<file path="src/rtl/hm_codec_arbiter.sv">
// Round-robin arbiter sharing one Hamming(7,4) encoder/decoder between requesters A and B; optional corrected-word counter under HM_ARB_ERRCNT_EN.
// Latency: 1 cycle from accept to out_valid, with a throughput of 1 result per cycle.
// Backpressure: a single result slot; a request is granted only when the slot is empty or is being drained this cycle.

module hm_enc (
  input  logic [3:0] info,
  output logic [6:0] code
);
  // Data occupies codeword positions 3,5,6,7; parity occupies positions 1,2,4.
  always_comb begin
    code    = '0;
    code[2] = info[0];
    code[4] = info[1];
    code[5] = info[2];
    code[6] = info[3];
    code[0] = info[0] ^ info[1] ^ info[3];
    code[1] = info[0] ^ info[2] ^ info[3];
    code[3] = info[1] ^ info[2] ^ info[3];
  end
endmodule

module hm_dec (
  input  logic [6:0] code,
  output logic [3:0] info,
  output logic [2:0] syn
);
  logic [6:0] flip;
  logic [6:0] fixed;

  always_comb begin
    syn[0] = code[0] ^ code[2] ^ code[4] ^ code[6];
    syn[1] = code[1] ^ code[2] ^ code[5] ^ code[6];
    syn[2] = code[3] ^ code[4] ^ code[5] ^ code[6];
    flip   = '0;
    if (syn != 3'd0) flip[syn - 3'd1] = 1'b1;
    fixed  = code ^ flip;
    // The info word is returned with r2 as its MSB.
    info   = {fixed[2], fixed[4], fixed[5], fixed[6]};
  end
endmodule

module hm_codec_arbiter #(
  parameter int CNT_W   = 8,
  parameter int RR_INIT = 0
) (
  input  logic             clk,
  input  logic             rst_n,
  input  logic             a_valid,
  input  logic             a_op,
  input  logic [6:0]       a_data,
  output logic             a_ready,
  input  logic             b_valid,
  input  logic             b_op,
  input  logic [6:0]       b_data,
  output logic             b_ready,
  output logic             out_valid,
  output logic [6:0]       out_data,
  output logic             out_id,
  output logic             out_op,
  output logic             out_corr,
  input  logic             out_ready,
  output logic [CNT_W-1:0] err_count,
  input  logic             err_clr
);
  typedef enum logic {EMPTY, FULL} slot_state_t;

  typedef struct packed {
    logic [6:0] data;
    logic       id;
    logic       op;
    logic       corr;
  } result_t;

  slot_state_t state, state_nxt;
  result_t     res_q, res_nxt;
  logic        pref_b;
  logic        free, grant_a, grant_b, grant;
  logic        sel_op;
  logic [6:0]  sel_data;
  logic [6:0]  enc_code;
  logic [3:0]  dec_info;
  logic [2:0]  dec_syn;

  always_comb begin
    state_nxt = state;
    free      = (state == EMPTY) || out_ready;
    grant_a   = rst_n && free && a_valid && (!b_valid || !pref_b);
    grant_b   = rst_n && free && b_valid && (!a_valid || pref_b);
    grant     = grant_a || grant_b;
    case (state)
      EMPTY:   if (grant) state_nxt = FULL;
      FULL:    if (out_ready && !grant) state_nxt = EMPTY;
      default: state_nxt = EMPTY;
    endcase
  end

  always_ff @(posedge clk) begin
    if (!rst_n) state <= EMPTY;
    else        state <= state_nxt;
  end

  always_ff @(posedge clk) begin
    if (!rst_n)       pref_b <= (RR_INIT != 0);
    else if (grant_a) pref_b <= 1'b1;
    else if (grant_b) pref_b <= 1'b0;
  end

  // The shared codec always sees the granted requester's payload.
  assign sel_op   = grant_b ? b_op   : a_op;
  assign sel_data = grant_b ? b_data : a_data;

  hm_enc u_enc (.info(sel_data[3:0]), .code(enc_code));
  hm_dec u_dec (.code(sel_data), .info(dec_info), .syn(dec_syn));

  always_comb begin
    res_nxt.id   = grant_b;
    res_nxt.op   = sel_op;
    res_nxt.data = sel_op ? enc_code : {3'b000, dec_info};
    res_nxt.corr = !sel_op && (dec_syn != 3'd0);
  end

  always_ff @(posedge clk) begin
    if (!rst_n)     res_q <= '0;
    else if (grant) res_q <= res_nxt;
  end

  assign a_ready   = grant_a;
  assign b_ready   = grant_b;
  assign out_valid = (state == FULL);
  assign out_data  = res_q.data;
  assign out_id    = res_q.id;
  assign out_op    = res_q.op;
  assign out_corr  = res_q.corr;

`ifdef HM_ARB_ERRCNT_EN
  logic [CNT_W-1:0] cnt_q;

  // Clear has priority; the count sticks at all-ones.
  always_ff @(posedge clk) begin
    if (!rst_n || err_clr)
      cnt_q <= '0;
    else if (grant && res_nxt.corr && (cnt_q != {CNT_W{1'b1}}))
      cnt_q <= cnt_q + CNT_W'(1);
  end

  assign err_count = cnt_q;
`else
  logic unused_err_clr;

  assign unused_err_clr = err_clr;
  assign err_count      = '0;
`endif
endmodule

</file>
<file path="config.mk">
export PLATFORM = sky130hd
export DESIGN_NAME = hm_codec_arbiter
export DESIGN_NICKNAME = d
export VERILOG_FILES = /design/src/rtl/hm_codec_arbiter.sv
export SDC_FILE = /design/constraint.sdc
export NUM_CORES = 1
export LEC_CHECK = 0
export ABC_AREA = 1
export CELL_PAD_IN_SITES_DETAIL_PLACEMENT = 1
export CELL_PAD_IN_SITES_GLOBAL_PLACEMENT = 2
export CORE_MARGIN = 4
export CORE_UTILIZATION = 20
export DETAILED_ROUTE_END_ITERATION = 7
export GPL_ROUTABILITY_DRIVEN = 0
export PLACE_DENSITY_LB_ADDON = 0.08
export SYNTH_ARGS = -nofsm -noshare
export SYNTH_HDL_FRONTEND = slang
export SYNTH_SLANG_ARGS = --single-unit
</file>
<file path="constraint.sdc">
create_clock -name clk -period 3 [get_ports clk]
set_clock_uncertainty 0.1 [all_clocks]
set_input_delay 0.6 -clock clk [delete_from_list [all_inputs] [get_ports clk]]
set_output_delay 0.6 -clock clk [all_outputs]
set_load 0.01 [all_outputs]
</file>
==> results of run 1 <==
[per-layer routing]
metal	track usage	up-vias	share of wire
li1	-	689	-
met1	0.1590	628	0.43
met2	0.2329	26	0.53
met3	0.006579	2	0.029
met4	0.02990	0	0.0074
met5	0	-	0
[what timing repair did]
| item | 4_1_cts | 5_1_grt |
|---|---|---|
| buffers inserted | 10 | 10 |
| resized for setup | 40 | 42 |
| pin swaps | 20 | 29 |
| cloned | 1 | 0 |
| endpoints found under the setup margin | 5 | 5 |
[worst max path at each step]
stage	start	to	slack [ns]	cells past startpoint
2_1_floorplan	out_ready	out_data[1]	0.08	16
3_3_place_gp	rst_n	out_data[0]	-0.55	17
3_5_place_dp	b_valid	out_data[1]	-0.65	17
4_1_cts	rst_n	out_data[1]	0.0003	20
5_1_grt	out_ready	out_data[0]	-0.02	18
6_report	out_ready	out_data[0]	0.15	18
[power groups by stage]
stage | Combinational, mW | Sequential (mW) | Clock (mW)
6_report | 0.521 | 0.185 | 0.140
3_3_place_gp | 0.350 | 0.186 | 0
2_1_floorplan | 0.198 | 0.193 | 0
4_1_cts | 0.457 | 0.185 | 0.145
3_5_place_dp | 0.363 | 0.188 | 0
5_1_grt | 0.566 | 0.186 | 0.153
[metrics by stage]
step,TNS [ns],util
floorplan,0,-
global placement,-2.499,0.3287
detailed placement,-2.891,0.3287
CTS,0,0.3807
global route,-0.04230,0.4194
finish,0,0.4194
[placed cells by master (no fill, tap or decap), types with 2 or more instances in the layout]
cell type	Yosys	layout
a21oi_1	8	6
o21ai_0	7	4
a21oi_2	2	3
inv_1	21	18
clkbuf_2	0	3
nor2_1	4	3
ha_4	0	2
a21oi_4	1	2
buf_4	8	41
nand2_1	50	34
nand2_2	8	18
dfxtp_1	12	12
buf_6	2	11
xor2_4	0	2
clkdlybuf4s50_1	0	29
o21ai_4	2	5
conb_1	1	8
or2_4	0	2
o21ai_1	2	3
clkbuf_8	0	3
inv_2	2	4
nand2_4	4	11
xor2_2	0	2
nand3_1	13	12
[synthesized netlist by cell type (2+ instances only)]
library cell  number  share of area
o21ai_0            7          0.032
nand2_1           50           0.17
dfxtp_1           12           0.22
o21ai_1            2         0.0092
nand2_2            8          0.046
a21oi_2            2          0.016
nand3_1           13          0.060
a21oi_1            8          0.037
or2_2              2          0.012
ha_1               2          0.023
inv_2              2         0.0069
o21ai_4            2          0.030
buf_4              8          0.055
nor2_1             4          0.014
nor3b_1            2          0.014
buf_6              2          0.021
inv_1             21          0.073
nand2_4            4          0.041
xor2_1             4          0.032
[registers in the layout, indices dropped and copies added, names as in the netlist]
name / count
out_corr: 1
out_id: 1
pref_b: 1
out_data: 7
out_op: 1
out_valid: 1
[cell type report]
class	count	area, um^2	area share
clock buffers	3	41.29	0.01903
inverters	23	88.84	0.04095
repair buffers	86	757.0	0.3489
multi-input cells	130	954.7	0.4400
well taps	70	87.58	0.04037
flip-flops and latches	12	240.2	0.1107
[kinds of logic (layout without fill, tap and decap cells)]
| group | count (synthesis) | after routing | synth area share |
|---|---|---|---|
| AOI/OAI and AO/OA | 29 | 29 | 0.1890 |
| DFF | 12 | 12 | 0.2212 |
| xor gates and xnor gates | 4 | 4 | 0.03225 |
| and+or+nand+nor | 86 | 87 | 0.3756 |
| other | 1 | 8 | 0.003453 |
| buffers and inverters | 33 | 112 | 0.1555 |
| adders and majority gates | 2 | 2 | 0.02304 |
[worst max-delay path, stage by stage]
cell	delay, ns
clkbuf_2	0.09
inv_2	0.04
buf_6	0.11
a21oi_4	0.21
buf_6	0.13
buf_4	0.10
nand3_1	0.07
nand2_2	0.10
nand2_2	0.07
nand2_2	0.10
inv_2	0.06
buf_6	0.12
xor2_4	0.18
ha_4	0.27
nor3_4	0.20
o21ai_1	0.07
o21bai_1	0.18
a31oi_1	0.20
==> results.ini, run 1 <==
[timing]
hold_slack_ns = 0.3599
fin_ws_ns = 0.1505
drv_slew = 0
min_period_ns = 2.849
setup_viol = 0
period_share = 0.9498
fmax_mhz = 350.9
hold_violations = 0

[cts]
root_buffer = clkbuf_8
ctsHtreeMaxLevel = 1
clock_path_buffers = 2
cts_tree = yes
clock-sinks = 12
clock_latency_ns = 0.23
cts_made_buffers = 3
clkTransAtPathRegs_ns = 0.05
ctsHoldBuffers = 0

[synthesis]
synth_area_um2 = 1086
avgSynthCellArea_um2 = 6.503
yosys_warnings = 0
ys.flop_type = dfxtp_1
ys_ff_latch = 12
ys_async_sr_fraction = 0
yosysSeqAreaShare = 0.2212
synth-edff-count = 0
synth_cell_types = 31
synthCells = 167

[setup_path]
critical_path_class = input pin to flip-flop
r2r_cells = 18
start_kind = input pin
worstPathArrival_ns = 2.90
worstPathRequired_ns = 3.05
rr_endpoint = out_data[0]
ff2ff_setup_slack_ns = 0.28
cp-end-kind = flip-flop
cp_max_fo = 3
r2r_start = pref_b

[finish]
nets = 280
drive_gt1_frac = 0.4646
antennaDiodeCount = 0
syn2layout_area_growth_pct = 99.77
instances_no_fill = 324
n_fill_cell = 638
fin_area_um2 = 2170

[placed_design]
pre_cts_slack_ns = -0.6541
portBuffers = 33
dpl_cell_area_um2 = 1700
place_inst = 300
dp_hpwl_um = 3091

[global_routing]
antenna_found_initial = 0
grt_pass1_wl_um = 6617
track_usage = 0.1259
grt_max_degree = 11
grt_pass1_vias = 1408
grt-ovfl-total = 0

[routing]
antenna_left = 0
route.detailed.drc = 0
wl_per_cell_um = 12.45
vias = 1345
drt_iter0_drc = 32
dr.pass1.iters = 5
routed_wirelength_um = 4035
viasPerCell = 4.151

[power_and_ir_drop]
clkPwrFrac = 0.166
leakage_nw = 1.014
p_switching_uw = 308.5
comb_power_share = 0.616
power_density_nw_per_um2 = 389.6
swShare = 0.3649
ir_worst_vdd_uv = 117.5
seqPwrFrac = 0.218
p_int_uw = 536.9
totalPowerFinal_uw = 845.4

[floorplan]
start_util = 0.2100
core-area_um2 = 5172
ioPinCount = 43
die_w_um = 81.69
dieArea_um2 = 6673
core.rowCount = 26
fp.dieH_um = 81.69

[status]
outcome = finished, final reports clean

[hold_path]
holdPathStages = 2
hold_start = out_op
hold_path.class = flip-flop to flip-flop
hold_end = out_op

[flow_run]
max-cap-violations = 0

Power figures use the tool's default switching activity.
==> run 2, diff against run 1 <==
--- a/config.mk
+++ b/config.mk
@@ -13,6 +13,7 @@
 export DETAILED_ROUTE_END_ITERATION = 7
 export GPL_ROUTABILITY_DRIVEN = 0
 export PLACE_DENSITY_LB_ADDON = 0.08
+export SKIP_CTS_REPAIR_TIMING = 1
 export SYNTH_ARGS = -nofsm -noshare
 export SYNTH_HDL_FRONTEND = slang
 export SYNTH_SLANG_ARGS = --single-unit
==> results.ini, run 2 (synthesis gave the netlist of run 1 again) <==
[setup_path]
r2r_start = out_valid
worstPathRequired_ns = 3.07
rr_endpoint = out_data[1]
critical_path_class = input pin to flip-flop
cp-end-kind = flip-flop
r2r_cells = 15
cp_max_fo = 6
ff2ff_setup_slack_ns = 0.22
start_kind = input pin
worstPathArrival_ns = 2.93

[routing]
antenna_left = 0
viasPerCell = 4.129
route.detailed.drc = 0
dr.pass1.iters = 4
wl_per_cell_um = 12.20
drt_iter0_drc = 34
vias = 1284
routed_wirelength_um = 3794

[cts]
clock_path_buffers = 2
cts_tree = yes
clock_latency_ns = 0.23
clkTransAtPathRegs_ns = 0.05
cts_made_buffers = 3
ctsHtreeMaxLevel = 1
clock-sinks = 12
root_buffer = clkbuf_8

[floorplan]
ioPinCount = 43
dieArea_um2 = 6673
start_util = 0.2100
core-area_um2 = 5172
fp.dieH_um = 81.69
core.rowCount = 26
die_w_um = 81.69

[hold_path]
hold_end = out_op
holdPathStages = 2
hold_path.class = flip-flop to flip-flop
hold_start = out_op

[global_routing]
grt_pass1_vias = 1324
grt_pass1_wl_um = 6092
antenna_found_initial = 0
grt-ovfl-total = 0
grt_max_degree = 13
track_usage = 0.1160

[placed_design]
dp_hpwl_um = 3091
dpl_cell_area_um2 = 1700
portBuffers = 33

[finish]
final_common_cell = nand2_1
final_util = 0.3822
nets = 267
most-common-layout-cells = nand2_1 (42), buf_4 (34), clkdlybuf4s50_1 (29), inv_1 (18), nand2_2 (13)
fin_area_um2 = 1977
antennaDiodeCount = 0
syn2layout_area_growth_pct = 82.03
drive_gt1_frac = 0.3859
largest_reg_flops = 7

[timing]
rsz0062_at_grt = yes
hold_slack_ns = 0.3605
min_period_ns = 2.861
fmax_mhz = 349.5
hold_violations = 0
setup_viol = 0
period_share = 0.9537
drv_slew = 0

[power_and_ir_drop]
leakage_nw = 0.9297
power_density_nw_per_um2 = 394.1
ir_worst_vdd_uv = 101.9
totalPowerFinal_uw = 779.2

[status]
outcome = finished, final reports clean

[flow_run]
max-cap-violations = 0

-- run 2: where the power goes --
group / internal (mW) / switching (mW) / total [mW]
Sequential: 0.176 / 0.00912 / 0.185
Combinational: 0.231 / 0.224 / 0.455
Clock: 0.0878 / 0.0517 / 0.140
-- run 2: stage by stage --
stage	setup slack (ns)	instances	setup TNS [ns]
final	0.1388	311	0
after global routing	-0.04787	311	-0.07020
after CTS	-0.4384	303	-1.784
after detailed placement	-0.6541	300	-2.891
after global placement	-0.5475	300	-2.499
after floorplan	0.08304	174	0
-- run 2: cell type report --
type / count / area (um^2)
multi-input combinational: 130 / 863.3
fill: 644 / 3196
clock buffer: 3 / 41.29
inverter: 23 / 91.34
tap: 70 / 87.58
sequential: 12 / 240.2
timing repair buffer: 73 / 653.1
-- run 2: worst max-delay path by stage --
stage	start	endpoint	slack [ns]	cells after the start
floorplan	out_ready	out_data[1]	0.08	16
global placement	rst_n	out_data[0]	-0.55	17
detailed placement	b_valid	out_data[1]	-0.65	17
CTS	rst_n	out_data[1]	-0.44	18
global route	out_ready	out_data[1]	-0.05	17
finish	out_ready	out_data[1]	0.14	19
-- run 2: critical path, cell delays in order --
cell and delay [ns]:
buf_6 0.07, inv_4 0.03, buf_6 0.10, a21oi_4 0.22, nand2_4 0.14, buf_6 0.15
o21ai_4 0.15, nand2_1 0.09, nand2_2 0.10, nand2_4 0.06, nand2_4 0.07, inv_1 0.04
ha_2 0.18, ha_4 0.26, nor3b_4 0.23, nand3_1 0.11, nand2_1 0.10, nand3_2 0.08
a21oi_2 0.14
-- run 2: layer usage --
metal / global-route usage / vias up / part of all wire
met5: 0 / - / 0
met4: 0.03322 / 0 / 0.0079
met3: 0.006579 / 2 / 0.029
met2: 0.2085 / 26 / 0.52
met1: 0.1489 / 591 / 0.44
li1: - / 665 / -
==> run 3, diff against run 2 <==
--- a/config.mk
+++ b/config.mk
@@ -13,7 +13,6 @@
 export DETAILED_ROUTE_END_ITERATION = 7
 export GPL_ROUTABILITY_DRIVEN = 0
 export PLACE_DENSITY_LB_ADDON = 0.08
-export SKIP_CTS_REPAIR_TIMING = 1
 export SYNTH_ARGS = -nofsm -noshare
 export SYNTH_HDL_FRONTEND = slang
 export SYNTH_SLANG_ARGS = --single-unit
==> results of run 3 <==
Same layout as run 1: the final DEF is identical, and so are final timing and power.
